$ cat src/rtl/inverter_bank.sv
`default_nettype none
// ============================================================================
// Module   : inverter_bank
// Brief    : Debounced, synchronised input bank with per-channel masked inversion.
// Revision : 1.0 - initial release
// ============================================================================
module inverter_bank #(
  parameter int WIDTH         = 4,
  parameter int FILTER_CYCLES = 4
) (
  input  logic             clk,
  input  logic             rst,
  input  logic [WIDTH-1:0] x,
  input  logic [WIDTH-1:0] mask_in,
  input  logic             mask_load,
  input  logic             invert_en,
  output logic [WIDTH-1:0] zn,
  output logic [WIDTH-1:0] mask_out,
  output logic [WIDTH-1:0] changed
);

  localparam int            CW       = $clog2(FILTER_CYCLES + 1);
  localparam logic [CW-1:0] CNT_LAST = CW'(FILTER_CYCLES - 1);

  logic [WIDTH-1:0] sync1;
  logic [WIDTH-1:0] sync2;
  logic [WIDTH-1:0] s;
  logic [WIDTH-1:0] mask;
  logic [WIDTH-1:0] s_next;
  logic [WIDTH-1:0] mask_next;
  logic [CW-1:0]    cnt      [WIDTH];
  logic [CW-1:0]    cnt_next [WIDTH];

  assign mask_out  = mask;
  assign mask_next = mask_load ? mask_in : mask;

  // A mismatch must persist for FILTER_CYCLES consecutive edges; the last of
  // them is the accept edge, so the counter never actually reaches FILTER_CYCLES.
  always_comb begin
    s_next = s;
    for (int i = 0; i < WIDTH; i++) begin
      cnt_next[i] = '0;
      if (sync2[i] != s[i]) begin
        if (cnt[i] == CNT_LAST) begin
          s_next[i] = sync2[i];
        end else begin
          cnt_next[i] = cnt[i] + CW'(1);
        end
      end
    end
  end

  always_ff @(posedge clk) begin
    if (rst) begin
      sync1   <= '0;
      sync2   <= '0;
      s       <= '0;
      mask    <= '1;
      zn      <= '0;
      changed <= '0;
      for (int i = 0; i < WIDTH; i++) begin
        cnt[i] <= '0;
      end
    end else begin
      sync1   <= x;
      sync2   <= sync1;
      s       <= s_next;
      mask    <= mask_next;
      // zn uses the values being written this edge so accept and mask load coincide cleanly
      zn      <= s_next ^ (mask_next & {WIDTH{invert_en}});
      changed <= s_next ^ s;
      for (int i = 0; i < WIDTH; i++) begin
        cnt[i] <= cnt_next[i];
      end
    end
  end

endmodule
`default_nettype wire

$ cat config.mk
export PLATFORM = sky130hd
export DESIGN_NAME = inverter_bank
export DESIGN_NICKNAME = d
export VERILOG_FILES = /design/src/rtl/inverter_bank.sv
export SDC_FILE = /design/constraint.sdc
export NUM_CORES = 1
export LEC_CHECK = 0
export ABC_AREA = 0
export CAP_MARGIN = 20
export CORE_MARGIN = 10
export CORE_UTILIZATION = 45
export DETAILED_ROUTE_END_ITERATION = 16
export GPL_TIMING_DRIVEN = 1
export HOLD_SLACK_MARGIN = 0.05
export MAX_ROUTING_LAYER = met4
export PLACE_DENSITY = 0.7
export RECOVER_POWER = 100
export SLEW_MARGIN = 15
export SYNTH_ARGS = -nofsm -noshare
export SYNTH_HDL_FRONTEND = slang
export SYNTH_SLANG_ARGS = --single-unit
$ cat constraint.sdc
create_clock -name clk -period 2.7 [get_ports clk]
set_clock_uncertainty 0.2 [all_clocks]
set_input_delay 0.675 -clock clk [delete_from_list [all_inputs] [get_ports clk]]
set_output_delay 0.675 -clock clk [all_outputs]
set_load 0.02 [all_outputs]
==> results list, run 1 <==
- Ranked by total cell area, the synthesized netlist is headed by sky130_fd_sc_hd__dfxtp_1 55%, sky130_fd_sc_hd__ha_1 7.6%, sky130_fd_sc_hd__nor2_2 5.7%.
- Post-route worst hold slack: 0.2389 ns
- Die H: 74.19 microns
* Worst slack, placed: 0.5526 ns
* Pin count of the biggest net entering global routing: 15
- Status: finished clean
- Total non-filler cell area in the finished layout: 1617 sq um
- Summing all multi-input logic gate instances after layout gives 520.5 sq um.
* Launching element type of the critical path: register
- The initial utilization of the core area, before any placement, comes to 0.4750.
- Including well taps, the total number of placed cells is 169.
- For this run the aggregate overflow at the end of global routing stands at 0.
* I/O Pins: 24
- The number of antenna violations at the first check in global routing is 0.
- Once placement finished, the instance area stood at 1579 sq um.
* Start-to-end type of the worst setup path: reg -> out
* Cts bufs inserted: 5
- Core Rows: 19
* Antenna viol nets, final: 0
* Number of endpoints failing setup at the final stage: 0
* Max stage delay on crit path: 0.70 ns
- Data on the critical path arrives at its endpoint at 1.40 ns.
* Width of the die: 74.19 microns
- Die Outline Area: 5503 sq um
- Via count of the first global-routing pass: 864
* Clk Tree Root Cell: sky130_fd_sc_hd__clkbuf_4
- After synthesis, the share of flip-flops with an asynchronous set or reset is 0.
* Clock Sink Count: 36
- The number of antenna diodes in the final layout is 0.
* Share of the synthesized area in the top cell type: 0.5455
* EDFF count, synth: 0
- Data on the critical path is required at its endpoint by 1.82 ns.
- Largest delay share family, worst path: buffers and inverters
- The number of hold violations in the final report is 0.
- Once layout is complete, the utilization of the core stands at 0.5812.
- For this run, design rule violations remaining after detail routing come to 0.
- The tool flagged a number of max-cap violations equal to 0.
- Power spread over the standard cell area amounts to 578.1 nW/um^2.
- After synthesis the cells add up to 1321 sq um.
- sky130_fd_sc_hd__dfxtp_1 takes more of the synthesized area than any other cell.
- Fraction of final layout cells with drive strength greater than 1: 0.1586
* Postcts setup bufs: 0
- VDD sags by at most 0.5409 mV.
- For this run, the register share of the synthesized area comes to 0.5455.
- By count the netlist is led by 36 x sky130_fd_sc_hd__dfxtp_1, 12 x sky130_fd_sc_hd__nor2_2, 9 x sky130_fd_sc_hd__inv_1.
- DP Wirelength: 1696 microns
- Filler instances: 251
- TritonCTS built the clock tree.
- For the worst-skew pair, the clock arrives at the later sink with an insertion delay of 0.33 ns.
- Compared with the post-synthesis result, the final layout area differs by 22.35%.
- Based on the critical path, the design can be clocked at up to 0.4397 GHz.
* Level count of the clock H-tree: 2
- Clock input transition at the sequential cells of the worst setup and hold paths: 0.10 ns
- For this design, the slowest cell found on the critical path is sky130_fd_sc_hd__dlygate4sd3_1.
- # port buffers: 23
* Area taken by flip-flops and latches: 720.7 sq um
- After synthesis, the mean cell area works out to 11.29 sq um.
- Fin crit period: 2.274 ns
- Walking the worst path, the cells encountered are dlygate4sd3_1.
- Overall power consumption after layout is estimated at 0.9345 mW.
- Iteration count of the initial detailed-routing pass: 3
* First DRT Iteration DRCs: 13
* Number of buffers on the longest clock path: 2
* Most common flop cell mapped by yosys: sky130_fd_sc_hd__dfxtp_1
* Total wire length after detailed routing: 2141 microns
* Relative slew margins: 0.6486
- Total of flip-flops plus latches after synthesis: 36
- Synth cell types: 17
* Total count of max-transition violations in the final report: 0
- # hold bufs at CTS: 0
- Number of nets produced by synthesis: 137
* Static power due to leakage: 0.6209 nW
- The net count of the finished layout is 165.
* Non-filler instance count after layout: 176
- In the synthesized netlist, the number of instances is 117.
- Maximum fanout count along the critical path: 2
* Warnings, synthesis: 0
* Setup total negative slack: 0 ns
- In the routed layout, each cell is associated on average with a via count of 4.744.
- Of the available clock period, the critical path in the final layout requires 0.8423.
- The first global-routing pass estimated 3581 microns of wire.
- Post-cts gate resize count: 0
- Combined global-route utilization of all metal layers: 0.08847
- Routability cong.: 0.6794
* Worst min-delay path category: reg -> reg
- Cell with the most instances after synthesis: sky130_fd_sc_hd__dfxtp_1
- Setup repair after global routing left no endpoint under its margin.
- Slew at the pin with the worst max-slew slack: 0.5270 ns
* Core ar.: 2781 sq um
- After layout, the worst setup slack is 0.4258 ns.
- Together, buffers and inverters on the worst path number 1.
- Worst setup EP type: output port
* Drt wl/cell: 12.16 microns
- Count of vias placed by the detailed router: 835
## registers in the layout, summed over array words and instances, names as in the netlist
register / count
sync1: 4
sync2: 4
changed: 4
mask_out: 4
cnt: 12
zn: 4
s: 4
## power by group
part	internal [mW]	switching [mW]
registers	0.545	0.00684
logic	0.0399	0.0352
clock network	0.148	0.160
total	0.733	0.202
## cells in the final DEF, fill, tap and decap left out
| master | n |
|---|---|
| sky130_fd_sc_hd__nor2_1 | 4 |
| sky130_fd_sc_hd__xnor2_1 | 4 |
| sky130_fd_sc_hd__nand2b_1 | 4 |
| sky130_fd_sc_hd__inv_1 | 9 |
| sky130_fd_sc_hd__nor3b_1 | 4 |
| sky130_fd_sc_hd__nor2b_1 | 8 |
| sky130_fd_sc_hd__mux2i_2 | 4 |
| sky130_fd_sc_hd__clkbuf_4 | 5 |
| sky130_fd_sc_hd__o21a_1 | 4 |
| sky130_fd_sc_hd__mux2i_1 | 4 |
| sky130_fd_sc_hd__nor3_1 | 8 |
| sky130_fd_sc_hd__ha_1 | 8 |
| sky130_fd_sc_hd__dlygate4sd3_1 | 13 |
| sky130_fd_sc_hd__clkbuf_1 | 2 |
| sky130_fd_sc_hd__dfxtp_1 | 36 |
| sky130_fd_sc_hd__clkdlybuf4s50_1 | 10 |
| sky130_fd_sc_hd__nor2_2 | 12 |
| sky130_fd_sc_hd__or3_1 | 4 |
| sky130_fd_sc_hd__clkbuf_8 | 2 |
## final cells by class
| cell class | count | area share |
|---|---|---|
| clock buffer | 7 | 0.04025 |
| inverter | 9 | 0.02090 |
| multi-input combinational | 68 | 0.3220 |
| sequential | 36 | 0.4458 |
| tap | 31 | 0.02399 |
| timing repair buffer | 25 | 0.1471 |
## worst paths after layout
| path | cells past startpoint | slack (ns) | startpoint | end |
|---|---|---|---|---|
| setup / recovery | 1 | 0.43 | mask_out[2]$_SDFF_PP1_ | mask_out[2] |
| hold / removal | 1 | 0.24 | cnt[0][0]$_SDFF_PP0_ | cnt[0][0]$_SDFF_PP0_ |
| setup reg to reg | 5 | 1.12 | cnt[3][0]$_SDFF_PP0_ | zn[3]$_SDFF_PP0_ |
| hold reg to reg | 1 | 0.24 | cnt[0][0]$_SDFF_PP0_ | cnt[0][0]$_SDFF_PP0_ |
## layer usage
layer,track usage,wire length [microns],vias to the layer above
met5,-,0,-
met4,0.06211,60,0
met3,0.04920,226,8
met2,0.1231,897,27
met1,0.09290,957,366
li1,-,-,434
## logic make-up after synthesis
logic type / count (synthesis) / synth area share
adder cells (fa/ha/maj): 8 / 0.07576
XOR/XNOR: 4 / 0.02651
buffers and inverters: 13 / 0.04545
AND/OR/NAND/NOR: 44 / 0.2121
multiplexers: 8 / 0.07197
AO/OA/AOI/OAI: 4 / 0.02273
flip-flops: 36 / 0.5455
Power figures use the tool's default switching activity.
==> inputs of run 2 (changes only) <==
==> constraint.sdc (replaced) <==
create_clock -name clk -period 2.38 [get_ports clk]
set_clock_uncertainty 0.2 [all_clocks]
set_input_delay 0.595 -clock clk [delete_from_list [all_inputs] [get_ports clk]]
set_output_delay 0.595 -clock clk [all_outputs]
set_load 0.02 [all_outputs]
==> results list, run 2 (synthesis results as in run 1) <==
* Maximum frequency from static timing analysis: 0.4576 GHz
- The global placement routability congestion is 0.6793 (about the same).
- Cts bufs inserted: 5 (unchanged)
- Start-to-end type of the worst setup path: reg -> out
- The slowest stage of the critical path belongs to the cell sky130_fd_sc_hd__dlygate4sd3_1.
- Maximum fanout count along the critical path: 2 (unchanged)
- The number of clock sinks seen by CTS came to 36 (unchanged).
- Die H: 74.19 microns (unchanged)
- Number of buffers and inverters on the critical path: 1 (unchanged)
* Die Outline Area: 5503 sq um (unchanged)
- The clock latency at the later pin of the worst-skew pair came to 0.32 ns (about the same).
- The headroom to the max-slew limit came to 0.6437 (-0.004897).
- Final cycle utilization of the critical path: 0.9183
- The peak supply drop is 0.5381 mV (-0.51%).
* Series of cell instances along the critical path: dlygate4sd3_1
- The remaining antenna violation count after routing is 0 (unchanged).
* Width of the die: 74.19 microns (unchanged)
- The initial detailed-routing violation count came to 19 (+6).
- The summed negative setup slack over all endpoints is 0 ns (unchanged).
- Most frequent standard cell in the layout excluding fill and tap cells: sky130_fd_sc_hd__dfxtp_1
- The register with the most flip-flops in the final layout is cnt.
- Met3 usage: 0.04787 (-0.001330)
- Global-route wire length before repair: 3519 microns (-1.7%)
- Arrival time of the worst setup path: 1.39 ns (about the same)
- Pin count of the biggest net entering global routing: 15 (unchanged)
- The number of buffers between clock root and the deepest sink was 2 (unchanged).
- Max stage delay on crit path: 0.70 ns (about the same)
- The number of flip-flops under the largest register name was 12 (unchanged).
* Worst setup EP type: output port
- Static power due to leakage: 0.6211 nW (about the same)
- Area growth, synth to finish: 22.35% (unchanged)
- Power density relative to cell area: 654.8 nW/um^2 (+13%)
- The net total in the final layout came to 165 (unchanged).
- The post-layout total power was 1.058 mW (+13%).
- The number of setup buffers added after CTS was 0 (unchanged).
* Worst path required time: 1.58 ns (-0.24 ns)
- The met1 usage in global routing came to 0.09750 (+0.004608).
- The maximum level of the CTS H-tree came to 2 (unchanged).
* DRC Markers: 0 (unchanged)
- The total vias in the final route was 829 (-0.72%).
* Status: finished clean
- Clock input transition at the sequential cells of the worst setup and hold paths: 0.10 ns (about the same)
- Core ar.: 2781 sq um (unchanged)
- I/O Pins: 24 (unchanged)
- The routed design could run at a clock period as short as 2.185 ns.
- The total half-perimeter wirelength after legalization and detailed placement was 1681 microns (-0.88%).
- Core Rows: 19 (unchanged)
- Worst min-delay path category: reg -> reg
* Iteration count of the initial detailed-routing pass: 4 (+1)
- Setup repair after global routing left no endpoint under its margin.
* Clk Tree Root Cell: sky130_fd_sc_hd__clkbuf_4
- The effective utilization at floorplan is 0.4750 (unchanged).
* Fraction of met2 tracks used by global routing: 0.1184 (-0.004735)
* Number of endpoints failing setup at the final stage: 0 (unchanged)
- Total wire length after detailed routing: 2130 microns (-0.51%)
- Largest delay share family, worst path: buffers and inverters
* Launching element type of the critical path: register
* Clock tree from TritonCTS: built
* Drt wl/cell: 12.10 microns (-0.51%)
* Final hold violation count: 0 (unchanged)
- The count of buffers from port buffering is 23 (unchanged).
- The number of antenna violations at the first check in global routing is 0 (unchanged).
* Via count of the first global-routing pass: 824 (-4.6%)
- The total of hold buffers inserted after clock tree synthesis is 0 (unchanged).
- The layout cell share with drive strength beyond 1 was 0.1586 (unchanged).
- Global routing's busiest layer: met2
* Max-capacitance violation count: 0 (unchanged)
* Total count of max-transition violations in the final report: 0 (unchanged)
- The number of gates given a new drive strength after cts was 0 (unchanged).
- The overall global routing resource usage is 0.08760 (-0.0008644).
- The worst hold slack was 0.2360 ns (-0.002830 ns).
* Routed vias/inst: 4.710 (-0.72%)
- GRT overflow: 0 (unchanged)
- The number of antenna repair diodes came to 0 (unchanged).
- Highest-count cells in the layout ignoring fill and taps: 36 x sky130_fd_sc_hd__dfxtp_1, 14 x sky130_fd_sc_hd__dlygate4sd3_1, 12 x sky130_fd_sc_hd__nor2_2
* Slew at the pin with the worst max-slew slack: 0.5344 ns (+0.007346 ns)
[run 2: cell types whose count changed in the layout (fill, tap and decap cells not counted)]
cell,change
sky130_fd_sc_hd__dlygate4sd3_1,+1
sky130_fd_sc_hd__clkdlybuf4s50_1,-1
[run 2: routing by layer]
layer	share of wire	up-vias	routed length, microns
met4	0.023	0	48
met1	0.47	361	998
met5	0	-	0
met3	0.10	7	213
met2	0.41	26	869
li1	-	435	-
[run 2: cell type report]
type | instances | area, sq um
Timing Repair Buffer | 25 | 237.7
Multi-Input combinational cell | 68 | 520.5
Sequential cell | 36 | 720.7
Clock buffer | 7 | 65.06
Inverter | 9 | 33.78
Tap cell | 31 | 38.79
Fill cell | 250 | 1165
[run 2: per-stage QoR]
step | setup WS [ns] | util | instances | area [sq um]
floorplan | 0.9195 | - | 117 | 1321
global placement | 0.3298 | 0.5677 | 169 | 1579
detailed placement | 0.2920 | 0.5677 | 169 | 1579
CTS | 0.2293 | 0.5911 | 176 | 1644
global route | 0.1109 | 0.5812 | 176 | 1617
finish | 0.1945 | 0.5812 | 176 | 1617
[run 2: report_power, final]
group | leakage [nW] | internal [mW] | total, mW | switching (mW)
Clock | 0.0374 | 0.168 | 0.348 | 0.180
Combinational | 0.290 | 0.0449 | 0.0849 | 0.0401
Sequential | 0.294 | 0.618 | 0.626 | 0.00738
Total | 0.621 | 0.831 | 1.06 | 0.228
[run 2: worst paths after layout]
path                            slack [ns]  depth (start not counted)                    to                    from
worst max-delay path                  0.19                          1           mask_out[2]  mask_out[2]$_SDFF_PP1_
worst min-delay path                  0.24                          1  cnt[0][0]$_SDFF_PP0_    cnt[0][0]$_SDFF_PP0_
worst max register to register        0.81                          5      zn[3]$_SDFF_PP0_    cnt[3][0]$_SDFF_PP0_
worst min register to register        0.24                          1  cnt[0][0]$_SDFF_PP0_    cnt[0][0]$_SDFF_PP0_
